==> src/rtl/frame_lock_pkg.sv <==
// frame_lock_pkg: shared FSM state, relock counter width and frame geometry helpers
package frame_lock_pkg;

    typedef enum logic {
        HUNT   = 1'b0,
        LOCKED = 1'b1
    } state_t;

    localparam int RELOCK_W = 16;

    function automatic int frame_w(input int symbol_w, input int symbols);
        return symbol_w * symbols;
    endfunction

    function automatic int slip_w(input int symbol_w);
        return (symbol_w > 1) ? $clog2(symbol_w) : 1;
    endfunction

endpackage

==> src/rtl/frame_popcount.sv <==
// frame_popcount: combinational ones count of a frame-wide error vector
module frame_popcount #(
    parameter int W    = 40,
    localparam int C_W = $clog2(W + 1)
) (
    input  logic [W-1:0]   data,
    output logic [C_W-1:0] count
);

    // Sum every set bit of the error vector
    always_comb begin
        count = '0;
        for (int i = 0; i < W; i++) count = count + C_W'(data[i]);
    end

endmodule

==> src/rtl/multi_mode_frame_lock_detector.sv <==
// multi_mode_frame_lock_detector: training-frame aligner with bit-slip search and N-good/M-bad lock hysteresis.
// Define ERR_STATS_EN to add locked-frame and error-bit totals (total_frames, total_error_bits).
module multi_mode_frame_lock_detector
    import frame_lock_pkg::*;
#(
    parameter int DLINE_W  = 8,
    parameter int SYMBOL_W = 10,
    parameter int SYMBOLS  = 4,
    parameter int CNT_W    = 20,
    localparam int FRAME_W = frame_w(SYMBOL_W, SYMBOLS),
    localparam int SLIP_W  = slip_w(SYMBOL_W)
) (
    input  logic                clk,
    input  logic                rst_n,
    input  logic                tick,
    input  logic                half_rate,
    input  logic [DLINE_W-1:0]  dline,
    input  logic [SYMBOL_W-1:0] correct_value,
    input  logic [CNT_W-1:0]    lock_th,
    input  logic [CNT_W-1:0]    unlock_th,
    input  logic                clear_stats,
    output logic                locked,
    output logic [SLIP_W-1:0]   start_point,
    output logic [FRAME_W-1:0]  data_frame,
    output logic                lock_lost,
    output logic [RELOCK_W-1:0] relock_count
`ifdef ERR_STATS_EN
    ,
    output logic [43:0]         total_frames,
    output logic [35:0]         total_error_bits
`endif
);

    localparam int HALF_W = DLINE_W / 2;

    state_t             state, next_state;
    logic [CNT_W-1:0]   run_cnt, bad_cnt;
    logic [CNT_W:0]     run_inc, bad_inc, lock_eff;
    logic [FRAME_W-1:0] rep, expected;
    logic [FRAME_W-1:0] rot [2**SLIP_W];
    logic [HALF_W-1:0]  odd;
    logic               match, lock_hit, lose;

    assign rep = {SYMBOLS{correct_value}};

    for (genvar g = 0; g < 2**SLIP_W; g++) begin : g_rot
        if (g == 0 || g >= SYMBOL_W) begin : g_id
            assign rot[g] = rep;
        end else begin : g_sh
            assign rot[g] = {rep[FRAME_W-1-g:0], rep[FRAME_W-1:FRAME_W-g]};
        end
    end

    assign expected = rot[start_point];
    assign match    = data_frame == expected;

    for (genvar g = 0; g < HALF_W; g++) begin : g_odd
        assign odd[g] = dline[2*g+1];
    end

    assign run_inc  = {1'b0, run_cnt} + 1'b1;
    assign bad_inc  = {1'b0, bad_cnt} + 1'b1;
    assign lock_eff = (lock_th == '0) ? (CNT_W+1)'(1) : {1'b0, lock_th};
    assign lock_hit = state == HUNT && tick && match && run_inc >= lock_eff;
    assign lose     = state == LOCKED && tick && !match && unlock_th != '0 && bad_inc >= {1'b0, unlock_th};

    // State register
    always_ff @(posedge clk or negedge rst_n)
        if (!rst_n) state <= HUNT;
        else state <= next_state;

    // Lock on the Nth consecutive good tick, drop on the Mth consecutive bad tick
    always_comb begin
        next_state = state;
        if (lock_hit) next_state = LOCKED;
        else if (lose) next_state = HUNT;
    end

    // Lock status decode
    always_comb locked = state == LOCKED;

    // Slip search and good/bad run counters, advanced only on frame ticks
    always_ff @(posedge clk or negedge rst_n)
        if (!rst_n) begin
            run_cnt     <= '0;
            bad_cnt     <= '0;
            start_point <= '0;
        end else if (tick) begin
            if (state == HUNT) begin
                bad_cnt <= '0;
                run_cnt <= (!match || lock_hit) ? '0 : (&run_cnt) ? run_cnt : run_inc[CNT_W-1:0];
                if (!match)
                    start_point <= (start_point == SLIP_W'(SYMBOL_W - 1)) ? '0 : start_point + 1'b1;
            end else begin
                run_cnt <= '0;
                bad_cnt <= (match || lose) ? '0 : (&bad_cnt) ? bad_cnt : bad_inc[CNT_W-1:0];
            end
        end

    // Sticky loss flag and saturating relock counter; a clear beats a same-cycle loss
    always_ff @(posedge clk or negedge rst_n)
        if (!rst_n) begin
            lock_lost    <= 1'b0;
            relock_count <= '0;
        end else if (clear_stats) begin
            lock_lost    <= 1'b0;
            relock_count <= '0;
        end else if (lose) begin
            lock_lost    <= 1'b1;
            relock_count <= (&relock_count) ? relock_count : relock_count + 1'b1;
        end

    // Deserialiser shift register: whole word at full rate, odd bits only at half rate
    always_ff @(posedge clk or negedge rst_n)
        if (!rst_n) data_frame <= '0;
        else data_frame <= half_rate ? {data_frame[FRAME_W-HALF_W-1:0], odd}
                                     : {data_frame[FRAME_W-DLINE_W-1:0], dline};

`ifdef ERR_STATS_EN
    localparam int PC_W = $clog2(FRAME_W + 1);

    logic [PC_W-1:0] err_bits;
    logic [44:0]     tf_inc;
    logic [36:0]     teb_sum;

    frame_popcount #(.W(FRAME_W)) u_popcount (
        .data  (data_frame ^ expected),
        .count (err_bits)
    );

    assign tf_inc  = {1'b0, total_frames} + 1'b1;
    assign teb_sum = {1'b0, total_error_bits} + 37'(err_bits);

    // Saturating totals of frames and error bits seen on ticks while locked
    always_ff @(posedge clk or negedge rst_n)
        if (!rst_n) begin
            total_frames     <= '0;
            total_error_bits <= '0;
        end else if (clear_stats) begin
            total_frames     <= '0;
            total_error_bits <= '0;
        end else if (tick && state == LOCKED) begin
            total_frames     <= tf_inc[44] ? '1 : tf_inc[43:0];
            total_error_bits <= teb_sum[36] ? '1 : teb_sum[35:0];
        end
`endif

endmodule

==> config.mk <==
export PLATFORM = sky130hd
export DESIGN_NAME = multi_mode_frame_lock_detector
export DESIGN_NICKNAME = d
export VERILOG_FILES = /design/src/rtl/frame_lock_pkg.sv /design/src/rtl/frame_popcount.sv /design/src/rtl/multi_mode_frame_lock_detector.sv
export SDC_FILE = /design/constraint.sdc
export NUM_CORES = 1
export LEC_CHECK = 0
export CAP_MARGIN = 0
export CELL_PAD_IN_SITES_DETAIL_PLACEMENT = 0
export CELL_PAD_IN_SITES_GLOBAL_PLACEMENT = 2
export CORE_UTILIZATION = 35
export CTS_BUF_LIST = sky130_fd_sc_hd__clkbuf_8
export DETAILED_ROUTE_END_ITERATION = 12
export PLACE_DENSITY = 0.87
export SYNTH_ARGS = -nofsm -noshare
export SYNTH_HDL_FRONTEND = slang
export SYNTH_HIERARCHICAL = 1
export SYNTH_SLANG_ARGS = --single-unit
==> constraint.sdc <==
create_clock -name clk -period 4.6 [get_ports clk]
set_input_delay 0.92 -clock clk [delete_from_list [all_inputs] [get_ports clk]]
set_output_delay 0.92 -clock clk [all_outputs]
set_load 0.005 [all_outputs]
==> impl_metrics.tcl <==
set metrics [dict create \
    cts-hold-fix-buffers 0 \
    initial_utilization 0.359 \
    grt_overflow 0 \
    leakagePower_uw 0.00461 \
    fin_crit_sh 0.928 \
    clk_path_buf_depth 2 \
    clock_latency_ps 390 \
    hp-start "lock_lost" \
    syn_inst 930 \
    pre_cts_slack_ps -39.5 \
    path_cells "clkdlybuf4s50_1, mux4_2, nor3b_1, o31ai_1, o2111ai_1, a211oi_1, nand3_2, o41ai_4, buf_4, nor4_1, mux2_4" \
    async_flop_share 1.00 \
    grt_pass1_wl_microns 42500 \
    grtUsageMet3 0.0304 \
    syn_to_final_growth_pct 25.1 \
    yosys_warnings 6 \
    ant_nets 0 \
    rr_startpoint "bad_cnt[0]" \
    crit_path_start "correct_value[2]" \
    drc 0 \
    setup_slack_ps 333 \
    netlist.area_leader.share 0.301 \
    rsz0062_at_grt "false" \
    whs_path_depth 2 \
    synth-seq-cells 102 \
    cp_max_fo 20 \
    cts_max_level 3 \
    grt_util_met1 0.282 \
    synth.distinct_cells 82 \
    reg2reg_depth 20 \
    power_density_nw_per_um2 354 \
    io_pins 125 \
    drive_above_1_share 0.165 \
    synth_area_per_cell_sq_um 9.12 \
    die_w_microns 158 \
    wl_microns 26900 \
    irDropWorstVdd_v 0.000165 \
    whs_endpoint "lock_lost" \
    yosys.area.top_type "dfrtp_1" \
    tns_ps 0 \
    clock_skew_ps 17.4 \
    grt_antenna_before_repair 0 \
    slowest_delay_ps 640 \
    dp_hpwl_microns 20300 \
    cp.required_ps 4880 \
    slew_violations 0 \
    tightest_slew_ps 924 \
    dp.cells 1390 \
    vias_per_cell 5.62 \
    numCtsBuffers 9 \
    clkSinkCount 102 \
    critPathLaunchType "primary input" \
    final_nets 1188 \
    die_h_microns 158 \
    fmax_ghz 0.234 \
    drt_iter0_markers 609 \
    grt_pass1_vias 7670 \
    num_antenna_cells 0 \
    register_area_sq_um 2550 \
    ys_seq_area_frac 0.301 \
    dieArea_sq_um 24900 \
    syn_area_sq_um 8480 \
    fill_cells 2404 \
    hold_viol_final 0 \
    io_buffers 124 \
    rrSetupSlack_ps 330 \
    grtUsageMet2 0.381 \
    dr.pass1.iters 6 \
    grt_max_degree 48 \
    coreArea_sq_um 23600 \
    min_path_type "flop to flop" \
    drv_cap 0 \
    clkSlewWorstSetupHoldPaths_ps 100 \
    gp_congestion 0.969 \
    worstSetupPathType "primary input to flop" \
    rr_endpoint "bad_cnt[10]" \
    cts_tree "yes" \
    worstSetupEndpointType "flop" \
    synth_flop_cell "dfrtp_1" \
    multiInputGateArea_sq_um 5420 \
    rows 56 \
    status "complete, no violations" \
    busiest_layer "met2" \
    finalSetupViolCount 0 \
    cp.arrival_ps 4540 \
    dr_total_vias 7902 \
    final.min_clock_period_ps 4270 \
    ys_top_cells_by_area "dfrtp_1 30%, ha_1 6.3%, mux2_2 5.4%" \
    fin_cells 1406 \
    wl_per_cell_microns 19.1 \
    root_buffer "clkbuf_8" \
    synth_edf_count 0 \
    cp_slowest_cell "clkdlybuf4s50_1" \
    relSlewSlack 0.384 \
    syn-num-nets 1036 \
    grt_usage 0.222 \
]
worst max-delay path: cells and delay by family:
kind	cells	cell delay (ps)
compound gates	4	1250
buf+inv	2	930
mux	2	930
simple gates	3	500
stage by stage:
stage                util  power [uW]  hold WS, ps  cell area, sq um
detailed placement  0.440        3160          486             10400
floorplan               -        2430          486              8480
global placement    0.440        3170          479             10400
CTS                 0.448        3770          508             10600
finish              0.449        3760          500             10600
global route        0.449        3970          565             10600
where the power goes:
| part | internal, uW | total, uW | switching (uW) | leakage (uW) |
|---|---|---|---|---|
| combinational | 957 | 2050 | 1100 | 0.00318 |
| clock | 249 | 594 | 345 | 0.0000982 |
| sequential | 962 | 1110 | 150 | 0.00133 |
Yosys cell counts, types with 6 or more instances:
master and count:
dfrtp_1 102, inv_1 69, nand2_1 54, nand3_1 45, ha_1 43, mux2_2 41, nor2_1 40, mux2i_1 35
a21oi_1 34, clkbuf_1 30, xnor2_1 29, o21ai_0 28, a31oi_1 27, and3_1 18, nor4_1 17, o22ai_1 17
a21o_1 15, nand4_1 15, mux4_2 14, nand3b_1 14, o31ai_1 14, xor2_1 14, a22o_1 13, o211ai_1 13
or4_1 13, buf_2 12, o21ai_1 12, or2_2 12, nand2b_1 11, nor2b_1 10, nor3_1 8, a211oi_1 7
and2_1 7, or3_1 7, buf_6 6, o2111ai_1 6
worst max-delay path by stage:
| stage | endpoint | slack [ps] | cells past startpoint |
|---|---|---|---|
| final | relock_count[15] | 330 | 11 |
| after global routing | bad_cnt[2] | 40 | 21 |
| after CTS | bad_cnt[2] | 120 | 20 |
| after detailed placement | relock_count[14] | -40 | 11 |
| after global placement | relock_count[15] | -0.6 | 11 |
| after floorplan | relock_count[15] | 500 | 18 |
sequential cells by signal, summed over array words and instances (netlist names):
name,flops
relock_count,16
lock_lost,1
bad_cnt,20
run_cnt,20
start_point,4
data_frame,40
locked,1
layout by cell type (no fill, tap or decap), types with 15 or more instances in the layout:
cell type        instances
a21o_1                  15
a21oi_1                 34
a31oi_1                 26
and3_1                  17
buf_4                   72
clkdlybuf4s50_1        122
dfrtp_1                102
ha_1                    43
inv_1                   71
mux2_2                  41
mux2i_1                 35
nand2_1                 54
nand3_1                 45
nand4_1                 15
nor2_1                  38
nor4_1                  16
o21ai_0                 27
o22ai_1                 17
xnor2_1                 29
area by class of cell:
class,count,area share
Clock buffer,9,0.0117
Clock inverter,7,0.00625
Tap cell,319,0.0376
Inverter,70,0.0248
Multi-Input combinational cell,703,0.511
Timing Repair Buffer,196,0.168
Sequential cell,102,0.241
logic make-up (layout without fill, tap and decap cells):
kind of cell / after synthesis / in the layout / synth area share
and+or+nand+nor: 288 / 288 / 0.187
AOI/OAI and AO/OA: 232 / 232 / 0.194
buffers and inverters: 125 / 282 / 0.0646
DFF: 102 / 102 / 0.301
muxes: 97 / 97 / 0.145
adders and majority gates: 43 / 43 / 0.0634
xor gates and xnor gates: 43 / 43 / 0.0444
routing by layer:
layer	share of wire	up-vias
met1	0.43	3801
met2	0.49	242
met4	0.030	0
met3	0.049	48
met5	0	-
li1	-	3811
what timing repair did:
item                                    CTS  global route
endpoints found under the setup margin    0            45
resized for setup                         0            10
setup buffers                             0             0
hold endpoints to repair                  0             0
Note: power is estimated with default switching activity, not from simulation.
